$ cat src/rtl/store_unit_if.sv
// Store request handshake and word-memory port bundle between a requester/memory
// pair and the store unit.
interface store_unit_if #(
  parameter int AWIDTH = 32,
  parameter int DWIDTH = 32
);
  logic              req_valid_i;
  logic              req_ready_o;
  logic [AWIDTH-1:0] req_addr_i;
  logic [DWIDTH-1:0] req_data_i;
  logic [1:0]        req_size_i;
  logic              done_o;
  logic              err_o;
  logic [AWIDTH-1:0] mem_addr_o;
  logic [DWIDTH-1:0] mem_data_o;
  logic              mem_read_en_o;
  logic              mem_write_en_o;
  logic [DWIDTH-1:0] mem_data_i;

  modport slave (
    input  req_valid_i, req_addr_i, req_data_i, req_size_i, mem_data_i,
    output req_ready_o, done_o, err_o, mem_addr_o, mem_data_o,
           mem_read_en_o, mem_write_en_o
  );

  modport master (
    output req_valid_i, req_addr_i, req_data_i, req_size_i, mem_data_i,
    input  req_ready_o, done_o, err_o, mem_addr_o, mem_data_o,
           mem_read_en_o, mem_write_en_o
  );
endinterface

$ cat src/rtl/store_unit.sv
// Byte/halfword/word store initiator for a word-only memory; sub-word stores are
// performed as aligned little-endian read-modify-write sequences.
module store_unit #(
  parameter int AWIDTH = 32,
  parameter int DWIDTH = 32
) (
  input  logic         clk,
  input  logic         rst,
  store_unit_if.slave  bus
);

  typedef enum logic [2:0] {IDLE, READ, MERGE, WRITE, RESP} state_t;

  state_t            state_reg, state_next;
  logic [AWIDTH-1:0] addr_reg;
  logic [15:0]       data_reg;
  logic [1:0]        size_reg;
  logic [DWIDTH-1:0] wdata_reg;
  logic              err_reg;

  logic              handshake;
  logic              misaligned;
  logic [AWIDTH-1:0] aligned_addr;
  logic [DWIDTH-1:0] merge_word;

  assign handshake    = bus.req_valid_i && bus.req_ready_o;
  assign aligned_addr = {addr_reg[AWIDTH-1:2], 2'b00};

  always_comb begin
    misaligned = 1'b0;
    case (bus.req_size_i)
      2'd1:    misaligned = bus.req_addr_i[0];
      2'd2:    misaligned = |bus.req_addr_i[1:0];
      2'd3:    misaligned = 1'b1;
      default: misaligned = 1'b0;
    endcase
  end

  // Each byte lane takes new data only if the latched store covers it; a halfword
  // lane pair takes the low byte in its even lane and the high byte in its odd lane.
  genvar gi;
  generate
    for (gi = 0; gi < 4; gi++) begin : g_lane
      localparam logic [1:0] LANE = 2'(gi);
      logic lane_hit;
      logic [7:0] lane_data;
      assign lane_hit  = (size_reg == 2'd0) ? (addr_reg[1:0] == LANE)
                                            : (addr_reg[1] == LANE[1]);
      assign lane_data = (size_reg == 2'd0) ? data_reg[7:0]
                                            : data_reg[8*(gi%2) +: 8];
      assign merge_word[8*gi +: 8] = lane_hit ? lane_data : bus.mem_data_i[8*gi +: 8];
    end
  endgenerate

  always_ff @(posedge clk) begin
    if (rst) begin
      state_reg <= IDLE;
      err_reg   <= 1'b0;
    end else begin
      state_reg <= state_next;
      if (handshake) begin
        addr_reg <= bus.req_addr_i;
        data_reg <= bus.req_data_i[15:0];
        size_reg <= bus.req_size_i;
        err_reg  <= misaligned;
        if (bus.req_size_i == 2'd2)
          wdata_reg <= bus.req_data_i;
      end
      if (state_reg == MERGE)
        wdata_reg <= merge_word;
    end
  end

  always_comb begin
    state_next = state_reg;
    case (state_reg)
      IDLE: begin
        if (handshake) begin
          if (misaligned)                   state_next = RESP;
          else if (bus.req_size_i == 2'd2)  state_next = WRITE;
          else                              state_next = READ;
        end
      end
      READ:    state_next = MERGE;
      MERGE:   state_next = WRITE;
      WRITE:   state_next = RESP;
      RESP:    state_next = IDLE;
      default: state_next = IDLE;
    endcase
  end

  // Every output is forced low during reset so a WRITE cycle hit by reset never commits.
  always_comb begin
    bus.req_ready_o    = 1'b0;
    bus.done_o         = 1'b0;
    bus.err_o          = 1'b0;
    bus.mem_addr_o     = '0;
    bus.mem_data_o     = '0;
    bus.mem_read_en_o  = 1'b0;
    bus.mem_write_en_o = 1'b0;
    if (!rst) begin
      case (state_reg)
        IDLE: bus.req_ready_o = 1'b1;
        READ: begin
          bus.mem_read_en_o = 1'b1;
          bus.mem_addr_o    = aligned_addr;
        end
        WRITE: begin
          bus.mem_write_en_o = 1'b1;
          bus.mem_addr_o     = aligned_addr;
          bus.mem_data_o     = wdata_reg;
        end
        RESP: begin
          bus.done_o = 1'b1;
          bus.err_o  = err_reg;
        end
        default: ;
      endcase
    end
  end

endmodule

$ cat src/flat_wrapper.sv
// flat-port wrapper written by rule: the top's interface ports become plain ports
module store_unit_flat 
#(
  parameter int AWIDTH = 32,
  parameter int DWIDTH = 32
)
  (clk, rst, bus_req_valid_i, bus_req_addr_i, bus_req_data_i, bus_req_size_i, bus_mem_data_i, bus_req_ready_o, bus_done_o, bus_err_o, bus_mem_addr_o, bus_mem_data_o, bus_mem_read_en_o, bus_mem_write_en_o);
  store_unit_if #(.AWIDTH(AWIDTH), .DWIDTH(DWIDTH)) bus_i ();
  input  logic clk;
  input  logic rst;
  input wire logic [$bits(bus_i.req_valid_i)-1:0] bus_req_valid_i;
  input wire logic [$bits(bus_i.req_addr_i)-1:0] bus_req_addr_i;
  input wire logic [$bits(bus_i.req_data_i)-1:0] bus_req_data_i;
  input wire logic [$bits(bus_i.req_size_i)-1:0] bus_req_size_i;
  input wire logic [$bits(bus_i.mem_data_i)-1:0] bus_mem_data_i;
  output wire logic [$bits(bus_i.req_ready_o)-1:0] bus_req_ready_o;
  output wire logic [$bits(bus_i.done_o)-1:0] bus_done_o;
  output wire logic [$bits(bus_i.err_o)-1:0] bus_err_o;
  output wire logic [$bits(bus_i.mem_addr_o)-1:0] bus_mem_addr_o;
  output wire logic [$bits(bus_i.mem_data_o)-1:0] bus_mem_data_o;
  output wire logic [$bits(bus_i.mem_read_en_o)-1:0] bus_mem_read_en_o;
  output wire logic [$bits(bus_i.mem_write_en_o)-1:0] bus_mem_write_en_o;
  assign bus_i.req_valid_i = bus_req_valid_i;
  assign bus_i.req_addr_i = bus_req_addr_i;
  assign bus_i.req_data_i = bus_req_data_i;
  assign bus_i.req_size_i = bus_req_size_i;
  assign bus_i.mem_data_i = bus_mem_data_i;
  assign bus_req_ready_o = bus_i.req_ready_o;
  assign bus_done_o = bus_i.done_o;
  assign bus_err_o = bus_i.err_o;
  assign bus_mem_addr_o = bus_i.mem_addr_o;
  assign bus_mem_data_o = bus_i.mem_data_o;
  assign bus_mem_read_en_o = bus_i.mem_read_en_o;
  assign bus_mem_write_en_o = bus_i.mem_write_en_o;
  store_unit #(.AWIDTH(AWIDTH), .DWIDTH(DWIDTH)) u_core (.clk(clk), .rst(rst), .bus(bus_i));
endmodule
$ cat config.mk
export PLATFORM = sky130hd
export DESIGN_NAME = store_unit_flat
export DESIGN_NICKNAME = d
export VERILOG_FILES = /design/src/rtl/store_unit_if.sv /design/src/rtl/store_unit.sv /design/src/flat_wrapper.sv
export SDC_FILE = /design/constraint.sdc
export NUM_CORES = 1
export LEC_CHECK = 0
export CAP_MARGIN = 20
export CORE_MARGIN = 10
export CORE_UTILIZATION = 39
export CTS_CLUSTER_DIAMETER = 80
export DETAILED_ROUTE_END_ITERATION = 16
export PLACE_DENSITY = 0.86
export SYNTH_ARGS = -nofsm -noshare
export SYNTH_HDL_FRONTEND = slang
export SYNTH_SLANG_ARGS = --single-unit
$ cat constraint.sdc
create_clock -name clk -period 3.8 [get_ports clk]
set_clock_uncertainty 0.05 [all_clocks]
set_input_delay 0.38 -clock clk [delete_from_list [all_inputs] [get_ports clk]]
set_output_delay 0.38 -clock clk [all_outputs]
set_load 0.05 [all_outputs]
==> results of run 1 <==
## cells in the mapped netlist, types with 3 or more instances
cell type	count
nor3_1	9
o31ai_1	16
nor3b_1	8
a21oi_1	10
and2_1	63
nor2_1	28
nand2_1	18
o21a_1	9
nor4_1	9
buf_2	13
clkbuf_1	13
o21ai_0	6
nor3b_2	3
dfxtp_1	4
edfxtp_1	82
nand3_1	17
o21ai_1	10
buf_4	3
a31oi_1	16
## cell families after synthesis
kind of cell | after synthesis
AND/OR/NAND/NOR | 167
flip-flops | 86
AO/OA/AOI/OAI | 74
buffers and inverters | 33
other | 1
## worst max-delay path by stage
| stage | end | slack (ps) |
|---|---|---|
| final | bus_mem_data_o[31] | 650 |
| after global routing | bus_mem_data_o[22] | 350 |
| after CTS | bus_mem_data_o[31] | 610 |
| after detailed placement | bus_mem_data_o[31] | 840 |
| after global placement | bus_mem_data_o[28] | 900 |
| after floorplan | u_core.addr_reg[0]$_DFFE_PP_ | 190 |
## layout make-up
type	instances	area, sq um
clock inverters	4	45.0
fillers	849	4350
repair buffers	173	1590
inverters	1	3.75
flip-flops and latches	86	2540
well taps	136	170
multi-input cells	243	1470
clock buffers	12	155
## critical path, stage by stage (launching register included)
cell and delay (ps):
dfxtp_1 580, nand2_1 180, nor3_4 570, and2_1 220
clkdlybuf4s50_1 810
## routing by layer
metal  global-route usage  share of wire  up-vias  wire length, microns
li1                     -              -     1633                     -
met1                0.165           0.36     1669                  4590
met3               0.0770           0.11       13                  1420
met2                0.281           0.51      156                  6420
met5                    0              0        -                     0
met4               0.0517          0.013        0                   161
## layout by cell type, fill, tap and decap left out, types with 2 or more instances in the layout
master	netlist	layout
or3_1	2	2
o21ai_0	6	6
clkdlybuf4s50_1	0	112
o21a_1	9	9
edfxtp_1	82	82
clkinv_2	0	3
nor3b_1	8	8
nor2b_1	2	2
nor2_1	28	26
nor2_4	0	2
dfxtp_1	4	4
a21oi_1	10	10
conb_1	1	2
and2_1	63	63
a31oi_1	16	16
o31ai_1	16	16
clkbuf_8	0	11
nand2_1	18	18
nand3_1	17	17
nor4b_1	2	2
o21ai_1	10	10
nor4_1	9	9
or3b_1	2	2
nor3_1	9	9
nor3b_2	3	2
buf_4	3	60
## power by group
part           internal [W]  switching, W  total (W)
Sequential          0.00111     0.0000318    0.00114
Clock              0.000337      0.000323   0.000660
Combinational      0.000170      0.000196   0.000366
## stage by stage
step	hold slack [ps]	area [sq um]	power [W]	utilization	setup WS, ps
after global routing	496	5980	0.00226	0.579	353
after global placement	425	5780	0.00151	0.560	904
after detailed placement	422	5780	0.00153	0.560	844
after floorplan	382	4140	0.00135	-	187
after CTS	436	5980	0.00218	0.579	607
final	453	5980	0.00216	0.579	649
==> flow_summary.yaml, run 1 <==
routing:
  first_pass_iters: 5
  wl_per_cell_microns: 19.2
  routed_wl_microns: 12600
  drc: 0
  vias: 3471
  ant_nets: 0
  vias_per_cell: 5.30
  drt_iter0_markers: 164
sta:
  fin_crit_sh: 0.829
  period_minus_slack_ps: 3150
  fmax_mhz: 317
  maxSlewViolCount: 0
  hold_viol: 0
  rsz0062_at_grt: "no"
  setup_viol: 0
  setup_tns_ps: 0
  slew_headroom: 0.306
  tightest_slew_ps: 1040
hold_path:
  worstHoldEndpoint: "u_core.err_reg$_SDFFE_PP0P_"
  hold_depth: 2
  hp-start: "u_core.err_reg$_SDFFE_PP0P_"
  min_path_type: "register to register"
setup_path:
  setup.worst_path.end_class: "primary output"
  regToRegEndpoint: "u_core.wdata_reg[31]$_DFFE_PP_"
  required_ps: 3370
  cp_max_fo: 26
  worst-setup-path-type: "register to primary output"
  arrival_ps: 2720
  reg2reg_depth: 3
  r2r_setup_slack_ps: 1460
  startpoint_type: "register"
  crit_start: "u_core.state_reg[0]$_SDFFE_PP0P_"
  reg2reg_from: "u_core.state_reg[2]$_SDFFE_PP0P_"
global_route:
  antenna_found_initial: 0
  grt_pass1_vias: 3717
  grt_max_degree: 39
  grt_use_total: 0.160
  grt_pass1_wl_microns: 18900
  grt-ovfl-total: 0
placed_design:
  hpwl_microns: 9540
  place_congestion: 0.803
  port_buffers: 167
  dp.cells: 639
synth:
  synth_cells: 361
  ys_seq_area_frac: 0.614
  syn_area_per_cell_sq_um: 11.5
  synth.largest_area_cell: "edfxtp_1"
  ys_seq_elements: 86
  synth_top_area_frac: 0.595
  syn-cell-area_sq_um: 4140
  synthAdderAreaFrac: 0
  synth_edf_count: 82
  synth-xor-area-share: 0
  ys_top_cells_by_area: "edfxtp_1 (59%), and2_1 (9.5%), o31ai_1 (2.9%)"
  synth_top_family_by_area: "simple AND/OR/NAND/NOR gates"
  synth_compound_area_frac: 0.118
  synthSimpleGateAreaFrac: 0.229
  async_flop_share: 0
  synth_cell_types: 37
  muxShareOfSynthArea: 0
  synth_ff_type: "edfxtp_1"
  yosys_warnings: 0
cells_and_area:
  drive_gt1_frac: 0.162
  fin_cells: 655
  syn_to_final_growth_pct: 44.4
  final_nets: 615
  antenna_cells: 0
die:
  rows: 37
  core_sq_um: 10300
  die_w_microns: 123
  io_pins: 170
  chipHeight_microns: 123
  die_area_sq_um: 15100
  start_util: 0.401
clock_tree:
  cts_hold_buf: 0
  htreeDepth: 3
  post_cts_resized: 0
  clockBufferDepth: 2
  clk_pin_slew_worst_paths_ps: 80
  numCtsBuffers: 9
  clock_sinks: 86
  postCtsSetupBuffers: 0
  insertion_delay_ps: 350
  tritoncts: "done"
  ctsRootBufferMaster: "clkbuf_8"
power_and_ir_drop:
  ir_worst_vdd_uv: 272
  pwr_density_cell_nw_per_um2: 362
  leakagePower_nw: 2.19
run_status:
  outcome: "complete, no violations"
flow_run:
  max-cap-violations: 0
No activity file was read; power rests on OpenSTA's default activity.
==> run 2, diff against run 1 <==
Settings changed: CORE_UTILIZATION 39 to 43, PLACE_DENSITY 0.86 to 0.89.
Clock period 3.8 ns to 3.27 ns, I/O delays scaled along.
==> flow_summary.yaml, run 2 (synthesis results as in run 1) <==
cells_and_area:
  drive_gt1_frac: 0.184
  final_nets: 618
  multiInputGateArea_sq_um: 1470
  final_area_sq_um: 6780
  fin_cells: 651
  final_cell_mix: "clkdlybuf4s50_1 (102), edfxtp_1 (82), buf_12 (64), and2_1 (63), nor2_1 (26)"
  regArea_sq_um: 2540
  antenna_cells: 0
  syn_to_final_growth_pct: 63.8
  mostFrequentLayoutCell: "clkdlybuf4s50_1"
  fillerInstances: 607
setup_path:
  reg2reg_from: "u_core.state_reg[1]$_SDFFE_PP0P_"
  reg2reg_depth: 5
  startpoint_type: "register"
  r2r_setup_slack_ps: 1080
  required_ps: 2890
  cp_max_fo: 11
  regToRegEndpoint: "u_core.wdata_reg[22]$_DFFE_PP_"
  arrival_ps: 2330
  critPathCapture: "bus_done_o"
  worst-setup-path-type: "register to primary output"
  setup.worst_path.end_class: "primary output"
  crit_start: "u_core.state_reg[2]$_SDFFE_PP0P_"
clock_tree:
  ctsRootBufferMaster: "clkbuf_8"
  cts_hold_buf: 0
  clock_sinks: 86
  clockBufferDepth: 2
  clk_pin_slew_worst_paths_ps: 80
  postCtsSetupBuffers: 0
  numCtsBuffers: 9
  tritoncts: "done"
  htreeDepth: 3
  post_cts_resized: 0
  insertion_delay_ps: 350
routing:
  vias_per_cell: 5.23
  drc: 0
  wl_per_cell_microns: 19.7
  first_pass_iters: 4
  vias: 3406
  drt_iter0_markers: 140
  routed_wl_microns: 12800
  ant_nets: 0
global_route:
  grt_pass1_wl_microns: 20100
  grt-ovfl-total: 0
  grt_use_total: 0.180
  grt_pass1_vias: 3660
  antenna_found_initial: 0
  grt_max_degree: 34
die:
  die_area_sq_um: 14000
  core_sq_um: 9330
  chipHeight_microns: 118
  die_w_microns: 118
  start_util: 0.444
  rows: 35
  io_pins: 170
sta:
  fin_crit_sh: 0.828
  period_minus_slack_ps: 2710
  tightest_slew_ps: 1020
  setup_viol: 0
  maxSlewViolCount: 0
  fmax_mhz: 369
  hold_viol: 0
  rsz0062_at_grt: "no"
  setup_tns_ps: 0
  slew_headroom: 0.321
power_and_ir_drop:
  ir_worst_vdd_uv: 284
  pwr_density_cell_nw_per_um2: 389
  leakagePower_nw: 2.40
placed_design:
  hpwl_microns: 9900
  dp.cells: 635
  port_buffers: 167
  placement.cell_area_sq_um: 6560
  place_congestion: 0.805
run_status:
  outcome: "complete, no violations"
hold_path:
  min_path_type: "register to register"
flow_run:
  max-cap-violations: 0
[run 2: cell type report]
class                   count  area share
clock buffers              13      0.0234
clock inverters             3     0.00996
inverters                   1    0.000554
multi-input cells         243       0.217
flip-flops and latches     86       0.375
well taps                 129      0.0238
repair buffers            176       0.351
[run 2: critical path: stages (launching register included)]
cell	delay, ps
dfxtp_1	660
nor4b_1	430
clkdlybuf4s50_1	890
[run 2: how the worst min path moves through the flow]
stage,startpoint,to,cells past startpoint,slack (ps)
finish,u_core.err_reg$_SDFFE_PP0P_,u_core.err_reg$_SDFFE_PP0P_,2,430
global route,u_core.err_reg$_SDFFE_PP0P_,u_core.err_reg$_SDFFE_PP0P_,2,450
CTS,u_core.err_reg$_SDFFE_PP0P_,u_core.err_reg$_SDFFE_PP0P_,2,430
detailed placement,u_core.err_reg$_SDFFE_PP0P_,u_core.err_reg$_SDFFE_PP0P_,2,420
global placement,u_core.err_reg$_SDFFE_PP0P_,u_core.err_reg$_SDFFE_PP0P_,2,410
floorplan,bus_req_addr_i[0],u_core.addr_reg[0]$_DFFE_PP_,0,380
[run 2: routing by layer]
layer,vias to the layer above,part of all wire,global-route usage
met3,15,0.12,0.101
li1,1638,-,-
met2,154,0.48,0.293
met1,1599,0.38,0.196
met5,-,0,0
met4,0,0.016,0.0495
[run 2: where the power goes]
group	internal (W)	switching (W)	total, W
Combinational	0.000229	0.000231	0.000459
Sequential	0.00129	0.0000414	0.00133
Clock	0.000474	0.000375	0.000849
Total	0.00199	0.000647	0.00264
[run 2: through the flow]
stage	hold slack (ps)	worst slack, ps	util	total power (W)
CTS	431	559	0.727	0.00265
floorplan	376	61.2	-	0.00156
global placement	409	853	0.703	0.00179
finish	434	563	0.727	0.00264
detailed placement	419	850	0.703	0.00181
global route	450	438	0.727	0.00275
